## config.mk

```make
export PLATFORM = sky130hd
export DESIGN_NAME = logic_unit_arbiter
export DESIGN_NICKNAME = d
export VERILOG_FILES = /design/src/rtl/logic_unit_arbiter.sv
export SDC_FILE = /design/constraint.sdc
export NUM_CORES = 1
export LEC_CHECK = 0
export BUFFER_PORTS_ARGS = -buffer_cell sky130_fd_sc_hd__buf_2
export CAP_MARGIN = 20
export CORE_UTILIZATION = 46
export CTS_BUF_LIST = sky130_fd_sc_hd__clkbuf_16
export DETAILED_ROUTE_END_ITERATION = 8
export GPL_TIMING_DRIVEN = 0
export HOLD_SLACK_MARGIN = 0.02
export PLACE_DENSITY = 0.82
export SKIP_LAST_GASP = 1
export SLEW_MARGIN = 20
export SYNTH_ARGS = -nofsm -noshare
export SYNTH_HDL_FRONTEND = slang
export SYNTH_SLANG_ARGS = --single-unit
```

## constraint.sdc

```tcl
create_clock -name clk -period 2.3 [get_ports clk]
set_input_delay 0.46 -clock clk [delete_from_list [all_inputs] [get_ports clk]]
set_output_delay 0.46 -clock clk [all_outputs]
set_load 0.1 [all_outputs]
```

## src/rtl/logic_unit_arbiter.sv

```systemverilog
// Round-robin arbiter sharing one combinational logic unit between two requesters.
// Optional per-requester grant counters are enabled with `define LOGIC_ARB_STATS_EN.
module logic_unit_arbiter #(
    parameter int WIDTH = 32,
    parameter int CNT_W = 16
) (
    input  logic             clk,
    input  logic             reset,
    input  logic             req0_valid,
    output logic             req0_ready,
    input  logic [WIDTH-1:0] req0_a,
    input  logic [WIDTH-1:0] req0_b,
    input  logic [1:0]       req0_op,
    input  logic             req1_valid,
    output logic             req1_ready,
    input  logic [WIDTH-1:0] req1_a,
    input  logic [WIDTH-1:0] req1_b,
    input  logic [1:0]       req1_op,
    output logic [WIDTH-1:0] lu_a,
    output logic [WIDTH-1:0] lu_b,
    output logic [1:0]       lu_op,
    input  logic [WIDTH-1:0] lu_r,
    input  logic             lu_zero,
    input  logic             lu_negative,
    output logic             rsp_valid,
    input  logic             rsp_ready,
    output logic             rsp_id,
    output logic [WIDTH-1:0] rsp_r,
    output logic             rsp_zero,
    output logic             rsp_negative,
    output logic             busy
`ifdef LOGIC_ARB_STATS_EN
    ,
    output logic [CNT_W-1:0] grant_cnt0,
    output logic [CNT_W-1:0] grant_cnt1
`endif
);

    localparam logic [1:0] IDLE = 2'd0;
    localparam logic [1:0] EXEC = 2'd1;
    localparam logic [1:0] RESP = 2'd2;

    logic [1:0] state;
    logic       rr_ptr;   // requester preferred when both are valid
    logic       id_p0;    // owner of the operation currently in the logic unit
    logic       grant0;
    logic       grant1;

    function automatic logic [CNT_W-1:0] sat_inc(input logic [CNT_W-1:0] c);
        return (&c) ? c : c + 1'b1;
    endfunction

    // Grants are only offered in IDLE and never while reset is being applied.
    always_comb begin
        grant0 = 1'b0;
        grant1 = 1'b0;
        if (!reset && state == IDLE) begin
            grant0 = req0_valid && (!req1_valid || !rr_ptr);
            grant1 = req1_valid && (!req0_valid || rr_ptr);
        end
    end

    assign req0_ready = grant0;
    assign req1_ready = grant1;
    assign busy       = (state != IDLE);

    always_ff @(posedge clk) begin
        if (reset) begin
            state        <= IDLE;
            rr_ptr       <= 1'b0;
            id_p0        <= 1'b0;
            lu_a         <= '0;
            lu_b         <= '0;
            lu_op        <= 2'b00;
            rsp_valid    <= 1'b0;
            rsp_id       <= 1'b0;
            rsp_r        <= '0;
            rsp_zero     <= 1'b0;
            rsp_negative <= 1'b0;
        end else begin
            case (state)
                IDLE: begin
                    // Grant: operands into the logic unit, pointer moves to the other requester
                    if (grant0 || grant1) begin
                        lu_a   <= grant1 ? req1_a  : req0_a;
                        lu_b   <= grant1 ? req1_b  : req0_b;
                        lu_op  <= grant1 ? req1_op : req0_op;
                        id_p0  <= grant1;
                        rr_ptr <= ~grant1;
                        state  <= EXEC;
                    end
                end
                EXEC: begin
                    // Logic unit has settled: capture result and flags
                    rsp_r        <= lu_r;
                    rsp_zero     <= lu_zero;
                    rsp_negative <= lu_negative;
                    rsp_id       <= id_p0;
                    rsp_valid    <= 1'b1;
                    state        <= RESP;
                end
                RESP: begin
                    if (rsp_ready) begin
                        rsp_valid <= 1'b0;
                        state     <= IDLE;
                    end
                end
                default: begin
                    rsp_valid <= 1'b0;
                    state     <= IDLE;
                end
            endcase
        end
    end

`ifdef LOGIC_ARB_STATS_EN
    always_ff @(posedge clk) begin
        if (reset) begin
            grant_cnt0 <= '0;
            grant_cnt1 <= '0;
        end else begin
            if (grant0) grant_cnt0 <= sat_inc(grant_cnt0);
            if (grant1) grant_cnt1 <= sat_inc(grant_cnt1);
        end
    end
`endif

endmodule

```

# Word-level counts from Yosys, hierarchy flattened
# Index checks and enable logic that the tools add are counted.
[word_totals]
wordCells = 42
reg_bits = 106
latchBits = 0
mem_bits_rw = 0
memories = 0
in_bits = 171
out_inout_bits = 105
mem_bits_ro = 0
[op_classes]
div_mod_pow = 0
bitwise = 2
n_reduce_logical = 15
order_cmp = 0
shift = 0
n_mul = 0
addsub = 0
n_mux = 10
eq_ne = 4
[op_table]
columns = ["operator", "n"]
rows = [
  ["two-way mux 32 bit", 2],
  ["two-way mux 2 bit", 3],
  ["case mux 2 bit (3 select lines)", 1],
  ["AND reduction 2 bit", 3],
  ["zero test 1 bit", 4],
  ["logical AND 1 bit", 3],
  ["logical OR 1 bit", 3],
  ["two-way mux 1 bit", 3],
  ["case mux 1 bit (3 select lines)", 1],
  ["equality test 2 x 1 -> 1 bit (second input constant)", 1],
  ["equality test 2 bit (second input constant)", 1],
  ["zero test 2 bit", 1],
  ["!= test 2 x 1 -> 1 bit (second input constant)", 1],
  ["!= test 2 bit (second input constant)", 1],
  ["inverter 1 bit", 2],
  ["nonzero test 2 bit", 1],
]

# Depth between registers and ports, before layout
# Gate-level depths: netlist of run 1.
[depth]
ltp_word = 7
mapped_depth = 8
mapped_depth_nobuf = 3

# Worst setup path before layout of run 1
# OpenSTA, ideal clock, no wires.
[synth_timing]
path_kind = "input-to-output"
startpoint = "input reset"
endpoint = "output req1_ready"
setup_slack_ns = -0.287
path_stages = 6
required_ns = 1.840
arrival_time_ns = 2.127
path_cell_list = "buf_2 > or3_1 > clkbuf_1 > buf_6 > buf_6 > nor3_4"
[synth_via]
elab_chain_len = 3
[synth_lines]
columns = ["element", "line_no", "text"]
rows = [
  ["start: declaration", "8", "input logic reset,"],
  ["zero test 1 bit", "57", "if (!reset && state == IDLE) begin"],
  ["logical AND 1 bit", "57", ""],
  ["two-way mux 1 bit", "57", ""],
  ["end: declaration", "15", "output logic req1_ready,"],
]
# Every way passes these cells.

# Worst setup path in the final report of run 1
[layout_timing]
startpoint = "register state[0]"
endpoint = "output req1_ready"
[layout_via]
elab_chain_len = 3
[layout_lines]
columns = ["element", "line_no", "text"]
rows = [
  ["start: declaration", "43", "logic [1:0] state;"],
  ["start signal: assignment", "69", "state <= IDLE;"],
  ["start signal: assignment", "90", "state <= EXEC;"],
  ["start signal: assignment", "100", "state <= RESP;"],
  ["zero test 2 bit", "57", ""],
  ["logical AND 1 bit", "57", ""],
  ["two-way mux 1 bit", "57", ""],
]
# Every way passes these cells.

==> impl_table.tex, run 1 <==
\begin{tabular}{lr}
\hline
Metric & Value \\
\hline
\multicolumn{2}{l}{\textbf{Floorplan}} \\
\quad Starting density of the core & 47.9\% \\
\quad Horizontal die dimension & 109 um \\
\quad Row count & 38 \\
\quad Floorplan die area & 11900 um\^{}2 \\
\quad Top-level port count & 276 \\
\quad Standard cell core area & 11000 um\^{}2 \\
\quad Die Height & 109 um \\
\multicolumn{2}{l}{\textbf{Timing}} \\
\quad Highest clock frequency the design can meet & 447 MHz \\
\quad Endpoints failing hold & 0 \\
\quad Post-route fraction of the period consumed by the critical path & 97.3\% \\
\quad Post-route setup slack & 63.0 ps \\
\quad Final Critical Period & 2240 ps \\
\quad Unrepaired setup endpoints after global routing & true \\
\quad Final setup viols & 0 \\
\quad Relative slew slack & 49.4\% \\
\quad Setup clock skew after layout & 11.7 ps \\
\quad Actual slew at the worst max-slew pin & 759 ps \\
\quad Max Transition Viols Final & 0 \\
\multicolumn{2}{l}{\textbf{Status}} \\
\quad Outcome & completed \\
\multicolumn{2}{l}{\textbf{Global routing}} \\
\quad Vias in the first global route & 5539 \\
\quad First-pass GRT wire length & 27600 um \\
\quad Total global routing track utilization & 29.4\% \\
\quad Number of antenna violations at the first check in global routing & 2 \\
\quad GRT overflow & 0 \\
\quad Pin count of the biggest net entering global routing & 22 \\
\multicolumn{2}{l}{\textbf{Clock network}} \\
\quad Cell chosen for the clock root & sky130\_fd\_sc\_hd\_\_clkbuf\_16 \\
\quad Reg clk slew, reported paths & 90 ps \\
\quad Longest Clk Path Bufs & 2 \\
\quad H-tree depth reported by CTS & 3 \\
\quad TritonCTS clock tree & done \\
\quad Clock buffers created by TritonCTS & 9 \\
\quad Latest clock arrival within the worst-skew pair & 340 ps \\
\quad Sinks on the clock net & 106 \\
\quad Hold-fix buffers, CTS & 0 \\
\multicolumn{2}{l}{\textbf{Synthesis}} \\
\quad Synth Warn \# & 0 \\
\quad Post-synth net total & 756 \\
\quad Post-Syn Instances & 585 \\
\quad Average cell area after synthesis & 9.03 um\^{}2 \\
\quad Syn Std Cell Area & 5280 um\^{}2 \\
\quad Number of distinct library cells after synthesis & 26 \\
\quad Sequential-to-total area share from yosys stat & 40.2\% \\
\quad Post-synthesis sequential element count & 106 \\
\multicolumn{2}{l}{\textbf{Final layout}} \\
\quad Area Overhead vs Synth & 36.2\% \\
\quad Area occupied by multi-input gates & 2740 um\^{}2 \\
\quad Fill cell instance count of the final layout & 967 \\
\quad Fraction of final layout cells sized beyond drive strength 1 & 44.1\% \\
\quad Fin nets & 1042 \\
\quad Finished Layout Cells & 1016 \\
\quad Design area & 7190 um\^{}2 \\
\quad Final Util & 65.2\% \\
\quad Diode insertion count for antenna repair & 0 \\
\quad Sequential cell area in the final layout & 2130 um\^{}2 \\
\multicolumn{2}{l}{\textbf{Routing}} \\
\quad Vias after detailed routing & 6018 \\
\quad Per-cell routed wire length & 17.7 um \\
\quad Remaining antenna violation count after routing & 0 \\
\quad DRC errors left & 0 \\
\quad Routed WL & 17900 um \\
\quad Detailed-routing iteration count for the pre-antenna-repair pass & 5 \\
\quad Vias/cell & 5.92 \\
\quad First DRT Iteration DRCs & 522 \\
\multicolumn{2}{l}{\textbf{Critical path}} \\
\quad Crit Path Max Fanout & 10 \\
\quad Delay-heaviest family, CP & simple AND/OR/NAND/NOR gates \\
\quad Worst-path cell with the longest stage delay & sky130\_fd\_sc\_hd\_\_or3\_4 \\
\quad Setup CP Type & reg2out \\
\quad Startpoint type of the worst setup path & register \\
\quad Crit-path max cell delay & 420 ps \\
\quad R2R Path Start & state[0] \\
\quad Endpoint type of the worst setup path & primary output \\
\quad Crit-path cells & or3\_4, buf\_8, nor3\_4, buf\_12 \\
\quad R2r endpoint & lu\_a[19] \\
\quad CP Data Required Time & 1840 ps \\
\quad Worst path buffer plus inverter count & 2 \\
\quad Number of cells on the worst reg-to-reg path & 6 \\
\quad CP arrival & 1780 ps \\
\quad Register-to-register setup slack & 380 ps \\
\multicolumn{2}{l}{\textbf{Placement}} \\
\quad HPWL after detailed placement & 13200 um \\
\quad Placed Instances & 998 \\
\quad Count of input and output buffers & 273 \\
\quad Post-place setup slack & -205 ps \\
\quad Cell area after placement & 6840 um\^{}2 \\
\quad Final GP Congestion & 0.830 \\
\multicolumn{2}{l}{\textbf{Run}} \\
\quad Number of maximum-capacitance constraint violations & 0 \\
\multicolumn{2}{l}{\textbf{Hold path}} \\
\quad Instance count along the most critical hold path & 3 \\
\quad Min-delay worst type & in2reg \\
\quad Startpoint of the lowest-slack hold path & lu\_r[2] \\
\quad Terminating pin of the worst hold path & rsp\_r[2] \\
\multicolumn{2}{l}{\textbf{Power}} \\
\quad Static Leakage & 0.00295 uW \\
\quad Max VDD drop & 0.000446 V \\
\quad Power per cell area & 836 nW/um\^{}2 \\
\hline
\end{tabular}
## registers in the layout, indices dropped and copies added (netlist names)
signal,cells
state,2
rsp_valid,1
lu_a,32
id_p0,1
rsp_r,32
lu_b,32
rr_ptr,1
rsp_id,1
rsp_zero,1
rsp_negative,1
lu_op,2
## final cells by class
class                      count  area share (%)
inverter                       1          0.0522
sequential                   106            29.6
multi-input combinational    391            38.1
tap                          140            2.44
timing repair buffer         278            19.8
clock inverter                 7            1.13
clock buffer                   9            3.13
buffer                        84            5.81
## worst register-to-register path: stages (launching register included)
cell and delay (ps):
sky130_fd_sc_hd__dfxtp_4 370, sky130_fd_sc_hd__nor3_4 240, sky130_fd_sc_hd__buf_4 240, sky130_fd_sc_hd__and2_1 140, sky130_fd_sc_hd__clkbuf_1 210, sky130_fd_sc_hd__clkbuf_1 410
sky130_fd_sc_hd__a311oi_1 180
## layout by cell type (no fill, tap or decap), types with 2 or more instances in the layout
cell type                   Yosys  final
sky130_fd_sc_hd__buf_2         19    287
sky130_fd_sc_hd__dfxtp_1      106    104
sky130_fd_sc_hd__a21oi_1      103    103
sky130_fd_sc_hd__nand2_1       71     71
sky130_fd_sc_hd__nand4_1       66     66
sky130_fd_sc_hd__clkbuf_1      54     53
sky130_fd_sc_hd__o31ai_1       37     37
sky130_fd_sc_hd__a311oi_1      36     36
sky130_fd_sc_hd__a311oi_2      30     30
sky130_fd_sc_hd__o31ai_2       29     29
sky130_fd_sc_hd__clkbuf_16      0      9
sky130_fd_sc_hd__buf_6          9      7
sky130_fd_sc_hd__buf_4          1      6
sky130_fd_sc_hd__buf_1          4      4
sky130_fd_sc_hd__nand2b_1       3      3
sky130_fd_sc_hd__nor2_1         3      3
sky130_fd_sc_hd__buf_8          0      2
sky130_fd_sc_hd__clkbuf_4       0      2
sky130_fd_sc_hd__nor3_4         2      2
sky130_fd_sc_hd__nor2b_1        2      2
sky130_fd_sc_hd__nor3_1         2      2
sky130_fd_sc_hd__inv_6          0      2
sky130_fd_sc_hd__clkinv_8       0      2
sky130_fd_sc_hd__inv_8          0      2
## layer usage
layer / vias up / wire [um] / GRT usage (%)
li1: 2833 / - / -
met1: 2823 / 7180 / 36.1
met2: 316 / 8770 / 50.7
met3: 42 / 1560 / 6.75
met4: 4 / 412 / 8.88
met5: - / 23 / 0
## Yosys cell counts
library cell | instances | area, um^2
sky130_fd_sc_hd__nor2_1 | 3 | 11.3
sky130_fd_sc_hd__o21bai_1 | 1 | 7.51
sky130_fd_sc_hd__clkbuf_1 | 54 | 203
sky130_fd_sc_hd__buf_1 | 4 | 15.0
sky130_fd_sc_hd__nor3_1 | 2 | 10.0
sky130_fd_sc_hd__buf_2 | 19 | 95.1
sky130_fd_sc_hd__inv_1 | 1 | 3.75
sky130_fd_sc_hd__dfxtp_1 | 106 | 2120
sky130_fd_sc_hd__a311oi_2 | 30 | 450
sky130_fd_sc_hd__and3_1 | 1 | 6.26
sky130_fd_sc_hd__and2_1 | 1 | 6.26
sky130_fd_sc_hd__o31ai_1 | 37 | 278
sky130_fd_sc_hd__nor2b_1 | 2 | 12.5
sky130_fd_sc_hd__nor3_4 | 2 | 32.5
sky130_fd_sc_hd__nand2_1 | 71 | 267
sky130_fd_sc_hd__or3_1 | 1 | 6.26
sky130_fd_sc_hd__a311oi_1 | 36 | 315
sky130_fd_sc_hd__nand2b_1 | 3 | 18.8
sky130_fd_sc_hd__a21oi_1 | 103 | 515
sky130_fd_sc_hd__or2_0 | 1 | 6.26
sky130_fd_sc_hd__nand4_1 | 66 | 413
sky130_fd_sc_hd__or2_2 | 1 | 6.26
sky130_fd_sc_hd__buf_4 | 1 | 7.51
sky130_fd_sc_hd__buf_6 | 9 | 101
sky130_fd_sc_hd__and2b_1 | 1 | 7.51
sky130_fd_sc_hd__o31ai_2 | 29 | 363
## metrics by stage
stage               hold slack [ps]  TNS, ps  total power [uW]
finish                          343        0              6010
global route                    339    -25.1              6250
CTS                             337     -251              6020
detailed placement              443     -276              4440
global placement                439     -284              4420
floorplan                       432     -217              3940
## logic make-up (layout without fill, tap and decap cells)
| kind of cell | count (synthesis) | in the layout | synth area share (%) |
|---|---|---|---|
| AND/OR/NAND/NOR | 155 | 155 | 15.2 |
| flip-flops | 106 | 106 | 40.2 |
| AO/OA/AOI/OAI | 236 | 236 | 36.5 |
| buffers and inverters | 88 | 379 | 8.06 |
## power breakdown
| part | total (uW) | switching [uW] | internal, uW |
|---|---|---|---|
| clock | 1580 | 801 | 781 |
| combinational | 2340 | 1830 | 511 |
| sequential | 2080 | 88.8 | 2000 |
## worst max path at each step
stage / startpoint / endpoint / slack (ps) / depth (start not counted)
floorplan: reset / req1_ready / -190 / 6
global placement: reset / req1_ready / -200 / 7
detailed placement: reset / req1_ready / -210 / 7
CTS: state[1] / req1_ready / -250 / 6
global route: state[0] / req1_ready / -30 / 4
finish: state[0] / req1_ready / 60 / 4
## timing repair
action                                  4_1_cts  5_1_grt
pin swaps                                     1        2
gates resized for setup                       2        8
endpoints found under the setup margin        2        2
setup buffers                                 1        4
Note: power is estimated with default switching activity, not from simulation.
==> run 2, diff against run 1 <==
--- a/config.mk
+++ b/config.mk
@@ -12,7 +12,7 @@
 export DETAILED_ROUTE_END_ITERATION = 8
 export GPL_TIMING_DRIVEN = 0
 export HOLD_SLACK_MARGIN = 0.02
-export PLACE_DENSITY = 0.82
+export PLACE_DENSITY_LB_ADDON = 0.3
 export SKIP_LAST_GASP = 1
 export SLEW_MARGIN = 20
 export SYNTH_ARGS = -nofsm -noshare
==> impl_table.tex, run 2 (synthesis gave the netlist of run 1 again) <==
\begin{tabular}{lr}
\hline
Metric & Value \\
\hline
\multicolumn{2}{l}{\textbf{Critical path}} \\
\quad Endpoint type of the worst setup path & primary output (unchanged) \\
\quad Startpoint type of the worst setup path & register (unchanged) \\
\quad Setup CP Type & reg2out (unchanged) \\
\quad CP arrival & 1770 ps (was 1780 ps) \\
\quad Crit Path Max Fanout & 10 (unchanged) \\
\quad CP Data Required Time & 1840 ps (about the same) \\
\multicolumn{2}{l}{\textbf{Power}} \\
\quad Int Power & 3680 uW (was 3290 uW) \\
\quad Static Leakage & 0.00298 uW (was 0.00295 uW) \\
\quad Relative contribution of sequential cells to total power & 33.2\% (was 34.7\%) \\
\quad Part of the power in the clock network & 29.6\% (was 26.3\%) \\
\quad Net Sw Frac & 41.5\% (was 45.3\%) \\
\quad Power per cell area & 869 nW/um\^{}2 (was 836 nW/um\^{}2) \\
\quad Max VDD drop & 0.000423 V (was 0.000446 V) \\
\quad Reported net switching power & 2610 uW (was 2720 uW) \\
\quad Overall power of the completed layout & 6300 uW (was 6010 uW) \\
\quad Portion of total power attributed to combinational logic & 37.1\% (was 39.0\%) \\
\multicolumn{2}{l}{\textbf{Clock network}} \\
\quad Longest Clk Path Bufs & 2 (unchanged) \\
\quad Latest clock arrival within the worst-skew pair & 350 ps (was 340 ps) \\
\quad TritonCTS clock tree & done (unchanged) \\
\quad H-tree depth reported by CTS & 3 (unchanged) \\
\quad Cell chosen for the clock root & sky130\_fd\_sc\_hd\_\_clkbuf\_16 (unchanged) \\
\quad Hold-fix buffers, CTS & 0 (unchanged) \\
\quad Clock buffers created by TritonCTS & 9 (unchanged) \\
\quad Reg clk slew, reported paths & 70 ps (was 90 ps) \\
\quad Sinks on the clock net & 106 (unchanged) \\
\multicolumn{2}{l}{\textbf{Timing}} \\
\quad Actual slew at the worst max-slew pin & 798 ps (was 759 ps) \\
\quad Relative slew slack & 46.8\% (was 49.4\%) \\
\quad Final setup viols & 0 (unchanged) \\
\quad Final Critical Period & 2230 ps (was 2240 ps) \\
\quad Highest clock frequency the design can meet & 448 MHz (was 447 MHz) \\
\quad Endpoints failing hold & 0 (unchanged) \\
\quad Max Transition Viols Final & 0 (unchanged) \\
\quad Setup clock skew after layout & 9.41 ps (was 11.7 ps) \\
\quad Post-route fraction of the period consumed by the critical path & 97.1\% (was 97.3\%) \\
\quad Unrepaired setup endpoints after global routing & false (was true) \\
\quad WHS & 355 ps (was 343 ps) \\
\multicolumn{2}{l}{\textbf{Routing}} \\
\quad Vias after detailed routing & 6028 (was 6018) \\
\quad Detailed-routing iteration count for the pre-antenna-repair pass & 8 (was 5) \\
\quad DRC errors left & 0 (unchanged) \\
\quad Per-cell routed wire length & 18.2 um (was 17.7 um) \\
\quad Remaining antenna violation count after routing & 0 (unchanged) \\
\quad First DRT Iteration DRCs & 363 (was 522) \\
\quad Routed WL & 18500 um (was 17900 um) \\
\quad Vias/cell & 5.93 (was 5.92) \\
\multicolumn{2}{l}{\textbf{Final layout}} \\
\quad Sequential cell area in the final layout & 2130 um\^{}2 (about the same) \\
\quad Fraction of final layout cells sized beyond drive strength 1 & 44.1\% (unchanged) \\
\quad Fin nets & 1042 (unchanged) \\
\quad Final Util & 65.7\% (was 65.2\%) \\
\quad Area occupied by multi-input gates & 2740 um\^{}2 (unchanged) \\
\quad Diode insertion count for antenna repair & 0 (unchanged) \\
\quad Design area & 7250 um\^{}2 (was 7190 um\^{}2) \\
\quad Biggest regs & lu\_a (32), lu\_b (32), rsp\_r (32) (unchanged) \\
\quad Most frequent cells in the layout & sky130\_fd\_sc\_hd\_\_buf\_2 (288), sky130\_fd\_sc\_hd\_\_a21oi\_1 (103), sky130\_fd\_sc\_hd\_\_dfxtp\_1 (103), sky130\_fd\_sc\_hd\_\_nand2\_1 (71), sky130\_fd\_sc\_hd\_\_nand4\_1 (66) (was sky130\_fd\_sc\_hd\_\_buf\_2 (287), sky130\_fd\_sc\_hd\_\_dfxtp\_1 (104), sky130\_fd\_sc\_hd\_\_a21oi\_1 (103), sky130\_fd\_sc\_hd\_\_nand2\_1 (71), sky130\_fd\_sc\_hd\_\_nand4\_1 (66)) \\
\quad Fill cell instance count of the final layout & 937 (was 967) \\
\quad Finished Layout Cells & 1016 (unchanged) \\
\quad Area Overhead vs Synth & 37.3\% (was 36.2\%) \\
\quad Most common library cell in the layout ignoring fill and taps & sky130\_fd\_sc\_hd\_\_buf\_2 (unchanged) \\
\multicolumn{2}{l}{\textbf{Floorplan}} \\
\quad Horizontal die dimension & 109 um (unchanged) \\
\quad Starting density of the core & 47.9\% (unchanged) \\
\quad Die Height & 109 um (unchanged) \\
\quad Top-level port count & 276 (unchanged) \\
\quad Standard cell core area & 11000 um\^{}2 (unchanged) \\
\quad Floorplan die area & 11900 um\^{}2 (unchanged) \\
\quad Row count & 38 (unchanged) \\
\multicolumn{2}{l}{\textbf{Global routing}} \\
\quad Total global routing track utilization & 30.7\% (was 29.4\%) \\
\quad First-pass GRT wire length & 28500 um (was 27600 um) \\
\quad Pin count of the biggest net entering global routing & 18 (was 22) \\
\quad Vias in the first global route & 5802 (was 5539) \\
\quad Number of antenna violations at the first check in global routing & 0 (was 2) \\
\quad GRT overflow & 0 (unchanged) \\
\multicolumn{2}{l}{\textbf{Placement}} \\
\quad Final GP Congestion & 0.858 (was 0.830) \\
\quad Count of input and output buffers & 273 (unchanged) \\
\quad Placed Instances & 998 (unchanged) \\
\quad Cell area after placement & 6840 um\^{}2 (unchanged) \\
\quad HPWL after detailed placement & 13700 um (was 13200 um) \\
\multicolumn{2}{l}{\textbf{Hold path}} \\
\quad Min-delay worst type & in2reg (unchanged) \\
\multicolumn{2}{l}{\textbf{Status}} \\
\quad Outcome & completed (unchanged) \\
\multicolumn{2}{l}{\textbf{Run}} \\
\quad Number of maximum-capacitance constraint violations & 0 (unchanged) \\
\hline
\end{tabular}
-- run 2: path summary, 6_finish.rpt --
kind                            depth (start not counted)    endpoint  slack, ps  startpoint
worst max register to register                          6    lu_a[13]        340    state[0]
worst max-delay path                                    4  req0_ready         70    state[0]
worst min-delay path                                    3   rsp_r[23]        350    lu_r[23]
worst min register to register                          2   rsp_r[31]        450   rsp_r[31]
-- run 2: critical path: stages (launching register included) --
cell                      delay, ps
sky130_fd_sc_hd__dfxtp_4        370
sky130_fd_sc_hd__nor3_4         250
sky130_fd_sc_hd__buf_6          190
sky130_fd_sc_hd__and3_1         180
sky130_fd_sc_hd__buf_2          440
-- run 2: area by class of cell --
class | instances | area share, %
buffer | 84 | 5.77
clock buffer | 9 | 3.11
clock inverter | 7 | 1.93
inverter | 1 | 0.0518
multi-input combinational | 391 | 37.8
sequential | 106 | 29.4
tap | 140 | 2.42
timing repair buffer | 278 | 19.6
-- run 2: routing by layer --
metal	track usage [%]	share of wire (%)	up-vias
met5	0	0	-
met2	54.4	50	308
met1	35.9	39	2840
met4	12.5	2.8	0
li1	-	-	2839
met3	5.92	8.1	41
-- run 2: stage by stage --
| stage | TNS [ps] | setup slack (ps) |
|---|---|---|
| after floorplan | -217 | -195 |
| final | 0 | 67.6 |
| after global routing | 0 | 12.4 |
| after detailed placement | -182 | -172 |
| after CTS | 0 | 12.9 |
| after global placement | -173 | -172 |
-- run 2: what timing repair did --
item,in CTS,in global routing
pin swaps,3,1
setup buffers,5,0
gates resized for setup,9,2
endpoints found under the setup margin,2,1
-- run 2: power by group through the flow --
stage                     sequential [uW]  combinational [uW]  clock (uW)
after floorplan                      3220                 718           0
after global placement               2120                2290           0
after detailed placement             2130                2320           0
after CTS                            2090                2330        1880
after global routing                 2110                2450        1960
final                                2090                2340        1870
==> run 3, diff against run 2 <==
--- a/config.mk
+++ b/config.mk
@@ -7,10 +7,12 @@
 export LEC_CHECK = 0
 export BUFFER_PORTS_ARGS = -buffer_cell sky130_fd_sc_hd__buf_2
 export CAP_MARGIN = 20
-export CORE_UTILIZATION = 46
+export CELL_PAD_IN_SITES_DETAIL_PLACEMENT = 1
+export CELL_PAD_IN_SITES_GLOBAL_PLACEMENT = 1
+export CORE_MARGIN = 4
+export CORE_UTILIZATION = 32
 export CTS_BUF_LIST = sky130_fd_sc_hd__clkbuf_16
 export DETAILED_ROUTE_END_ITERATION = 8
-export GPL_TIMING_DRIVEN = 0
 export HOLD_SLACK_MARGIN = 0.02
 export PLACE_DENSITY_LB_ADDON = 0.3
 export SKIP_LAST_GASP = 1
==> impl_table.tex, run 3 (synthesis gave the netlist of run 1 again) <==
\begin{tabular}{lr}
\hline
Metric & Value \\
\hline
\multicolumn{2}{l}{\textbf{Routing}} \\
\quad First DRT Iteration DRCs & 225 (was 363) \\
\quad DRC errors left & 0 (unchanged) \\
\quad Routed WL & 20700 um (was 18500 um) \\
\quad Detailed-routing iteration count for the pre-antenna-repair pass & 4 (was 8) \\
\quad Remaining antenna violation count after routing & 0 (unchanged) \\
\quad Per-cell routed wire length & 20.3 um (was 18.2 um) \\
\quad Vias after detailed routing & 5724 (was 6028) \\
\quad Vias/cell & 5.61 (was 5.93) \\
\multicolumn{2}{l}{\textbf{Global routing}} \\
\quad GRT overflow & 0 (unchanged) \\
\quad Most congested layer reported by global routing & met2 (unchanged) \\
\quad First-pass GRT wire length & 32000 um (was 28500 um) \\
\quad Met3 Usage GRT & 5.07\% (was 5.92\%) \\
\quad Number of antenna violations at the first check in global routing & 2 (was 0) \\
\quad Pin count of the biggest net entering global routing & 106 (was 18) \\
\quad Vias in the first global route & 6086 (was 5802) \\
\quad Total global routing track utilization & 21.4\% (was 30.7\%) \\
\quad Met1 Resource Use GR & 25.8\% (was 35.9\%) \\
\quad GRT met2 Usage & 37.6\% (was 54.4\%) \\
\multicolumn{2}{l}{\textbf{Floorplan}} \\
\quad Standard cell core area & 16000 um\^{}2 (was 11000 um\^{}2) \\
\quad Die Height & 136 um (was 109 um) \\
\quad Horizontal die dimension & 136 um (was 109 um) \\
\quad Top-level port count & 276 (unchanged) \\
\quad Floorplan die area & 18600 um\^{}2 (was 11900 um\^{}2) \\
\quad Row count & 46 (was 38) \\
\quad Starting density of the core & 33.0\% (was 47.9\%) \\
\multicolumn{2}{l}{\textbf{Critical path}} \\
\quad Startpoint type of the worst setup path & register (unchanged) \\
\quad Crit-path max cell delay & 450 ps (was 440 ps) \\
\quad Crit Path Max Fanout & 7 (was 10) \\
\quad Delay-heaviest family, CP & simple AND/OR/NAND/NOR gates (was buffers and inverters) \\
\quad Crit-path cells & or3\_4, nor3\_4, buf\_12 (was nor3\_4, buf\_6, and3\_1, buf\_2) \\
\quad Endpoint type of the worst setup path & primary output (unchanged) \\
\quad Worst path buffer plus inverter count & 1 (was 2) \\
\quad CP Data Required Time & 1840 ps (about the same) \\
\quad Worst-path cell with the longest stage delay & sky130\_fd\_sc\_hd\_\_or3\_4 (was sky130\_fd\_sc\_hd\_\_buf\_2) \\
\quad Setup CP Type & reg2out (unchanged) \\
\quad CP arrival & 1630 ps (was 1770 ps) \\
\multicolumn{2}{l}{\textbf{Timing}} \\
\quad Final setup viols & 0 (unchanged) \\
\quad Post-route fraction of the period consumed by the critical path & 91.0\% (was 97.1\%) \\
\quad Actual slew at the worst max-slew pin & 971 ps (was 798 ps) \\
\quad Final Critical Period & 2090 ps (was 2230 ps) \\
\quad Setup clock skew after layout & 8.23 ps (was 9.41 ps) \\
\quad Unrepaired setup endpoints after global routing & false (unchanged) \\
\quad Highest clock frequency the design can meet & 478 MHz (was 448 MHz) \\
\quad Endpoints failing hold & 0 (unchanged) \\
\quad Max Transition Viols Final & 0 (unchanged) \\
\quad Relative slew slack & 35.3\% (was 46.8\%) \\
\quad WHS & 351 ps (was 355 ps) \\
\multicolumn{2}{l}{\textbf{Power}} \\
\quad Portion of total power attributed to combinational logic & 39.3\% (was 37.1\%) \\
\quad Net Sw Frac & 45.2\% (was 41.5\%) \\
\quad Overall power of the completed layout & 5860 uW (was 6300 uW) \\
\quad Power per cell area & 839 nW/um\^{}2 (was 869 nW/um\^{}2) \\
\quad Relative contribution of sequential cells to total power & 35.7\% (was 33.2\%) \\
\quad Reported net switching power & 2650 uW (was 2610 uW) \\
\quad Static Leakage & 0.00283 uW (was 0.00298 uW) \\
\quad Int Power & 3210 uW (was 3680 uW) \\
\quad Max VDD drop & 0.000349 V (was 0.000423 V) \\
\quad Part of the power in the clock network & 25.1\% (was 29.6\%) \\
\multicolumn{2}{l}{\textbf{Clock network}} \\
\quad Cell chosen for the clock root & sky130\_fd\_sc\_hd\_\_clkbuf\_16 (unchanged) \\
\quad Number of cells upsized or downsized after cts & 0 (was 9) \\
\quad Reg clk slew, reported paths & 70 ps (about the same) \\
\quad Sinks on the clock net & 106 (unchanged) \\
\quad Latest clock arrival within the worst-skew pair & 350 ps (about the same) \\
\quad Buffers inserted during post-CTS setup optimization & 0 (was 5) \\
\quad Longest Clk Path Bufs & 2 (unchanged) \\
\quad Clock buffers created by TritonCTS & 9 (unchanged) \\
\quad Hold-fix buffers, CTS & 0 (unchanged) \\
\quad TritonCTS clock tree & done (unchanged) \\
\quad H-tree depth reported by CTS & 3 (unchanged) \\
\multicolumn{2}{l}{\textbf{Final layout}} \\
\quad Diode insertion count for antenna repair & 0 (unchanged) \\
\quad Area Overhead vs Synth & 32.3\% (was 37.3\%) \\
\quad Most frequent cells in the layout & sky130\_fd\_sc\_hd\_\_buf\_2 (272), sky130\_fd\_sc\_hd\_\_dfxtp\_1 (106), sky130\_fd\_sc\_hd\_\_a21oi\_1 (103), sky130\_fd\_sc\_hd\_\_nand2\_1 (71), sky130\_fd\_sc\_hd\_\_nand4\_1 (66) (was sky130\_fd\_sc\_hd\_\_buf\_2 (288), sky130\_fd\_sc\_hd\_\_a21oi\_1 (103), sky130\_fd\_sc\_hd\_\_dfxtp\_1 (103), sky130\_fd\_sc\_hd\_\_nand2\_1 (71), sky130\_fd\_sc\_hd\_\_nand4\_1 (66)) \\
\quad Fraction of final layout cells sized beyond drive strength 1 & 46.5\% (was 44.1\%) \\
\quad Design area & 6990 um\^{}2 (was 7250 um\^{}2) \\
\quad Most common library cell in the layout ignoring fill and taps & sky130\_fd\_sc\_hd\_\_buf\_2 (unchanged) \\
\quad Biggest regs & lu\_a (32), lu\_b (32), rsp\_r (32) (unchanged) \\
\quad Fin nets & 970 (was 1042) \\
\multicolumn{2}{l}{\textbf{Status}} \\
\quad Outcome & completed (unchanged) \\
\multicolumn{2}{l}{\textbf{Run}} \\
\quad Number of maximum-capacitance constraint violations & 0 (unchanged) \\
\multicolumn{2}{l}{\textbf{Placement}} \\
\quad HPWL after detailed placement & 14000 um (was 13700 um) \\
\quad Final GP Congestion & 0.785 (was 0.858) \\
\quad Count of input and output buffers & 275 (was 273) \\
\quad Cell area after placement & 6720 um\^{}2 (was 6840 um\^{}2) \\
\multicolumn{2}{l}{\textbf{Hold path}} \\
\quad Min-delay worst type & in2reg (unchanged) \\
\hline
\end{tabular}
[run 3: changes by cell type in the layout (fill, tap and decap cells not counted), sizes merged]
cell / change
buf: -18
clkinv: +3
bufinv: -4
inv: +2
clkinvlp: -1
clkbuf: -54
[run 3: final cells by class]
type | instances | area (um^2)
Timing Repair Buffer | 290 | 1570
Sequential cell | 106 | 2120
Clock inverter | 7 | 45.0
Fill cell | 1976 | 9010
Multi-Input combinational cell | 391 | 2750
Clock buffer | 9 | 225
Tap cell | 216 | 270
Inverter | 1 | 3.75
[run 3: tightest hold or removal path, cell delays in order]
cell and delay [ps]:
sky130_fd_sc_hd__buf_2 90, sky130_fd_sc_hd__nand2_1 50, sky130_fd_sc_hd__a21oi_1 50
[run 3: worst paths after layout]
| path | cells after the start | end | slack [ps] | startpoint |
|---|---|---|---|---|
| setup / recovery | 3 | req1_ready | 210 | state[1] |
| hold / removal | 3 | rsp_r[23] | 350 | lu_r[23] |
| setup reg to reg | 3 | lu_a[30] | 350 | state[1] |
| hold reg to reg | 2 | rsp_r[16] | 450 | rsp_r[16] |
[run 3: per-stage QoR]
stage | utilization (%) | TNS, ps | cells | worst slack, ps
global placement | 42.0 | 0 | 1004 | 269
floorplan | - | -217 | 585 | -195
CTS | 43.7 | 0 | 1020 | 180
global route | 43.7 | 0 | 1020 | 140
finish | 43.7 | 0 | 1020 | 206
detailed placement | 42.0 | 0 | 1004 | 207
[run 3: per-layer routing]
layer	routed length (um)	vias up
met2	10100	209
met3	1410	33
li1	-	2693
met1	8710	2785
met4	409	4
met5	22	-
[run 3: power by group through the flow]
stage                     Clock [uW]  Combinational [uW]  Sequential, uW
after floorplan                    0                 718            3220
after global placement             0                2270            2130
after detailed placement           0                2310            2130
after CTS                       1500                2310            2090
after global routing            1580                2410            2110
final                           1470                2300            2090
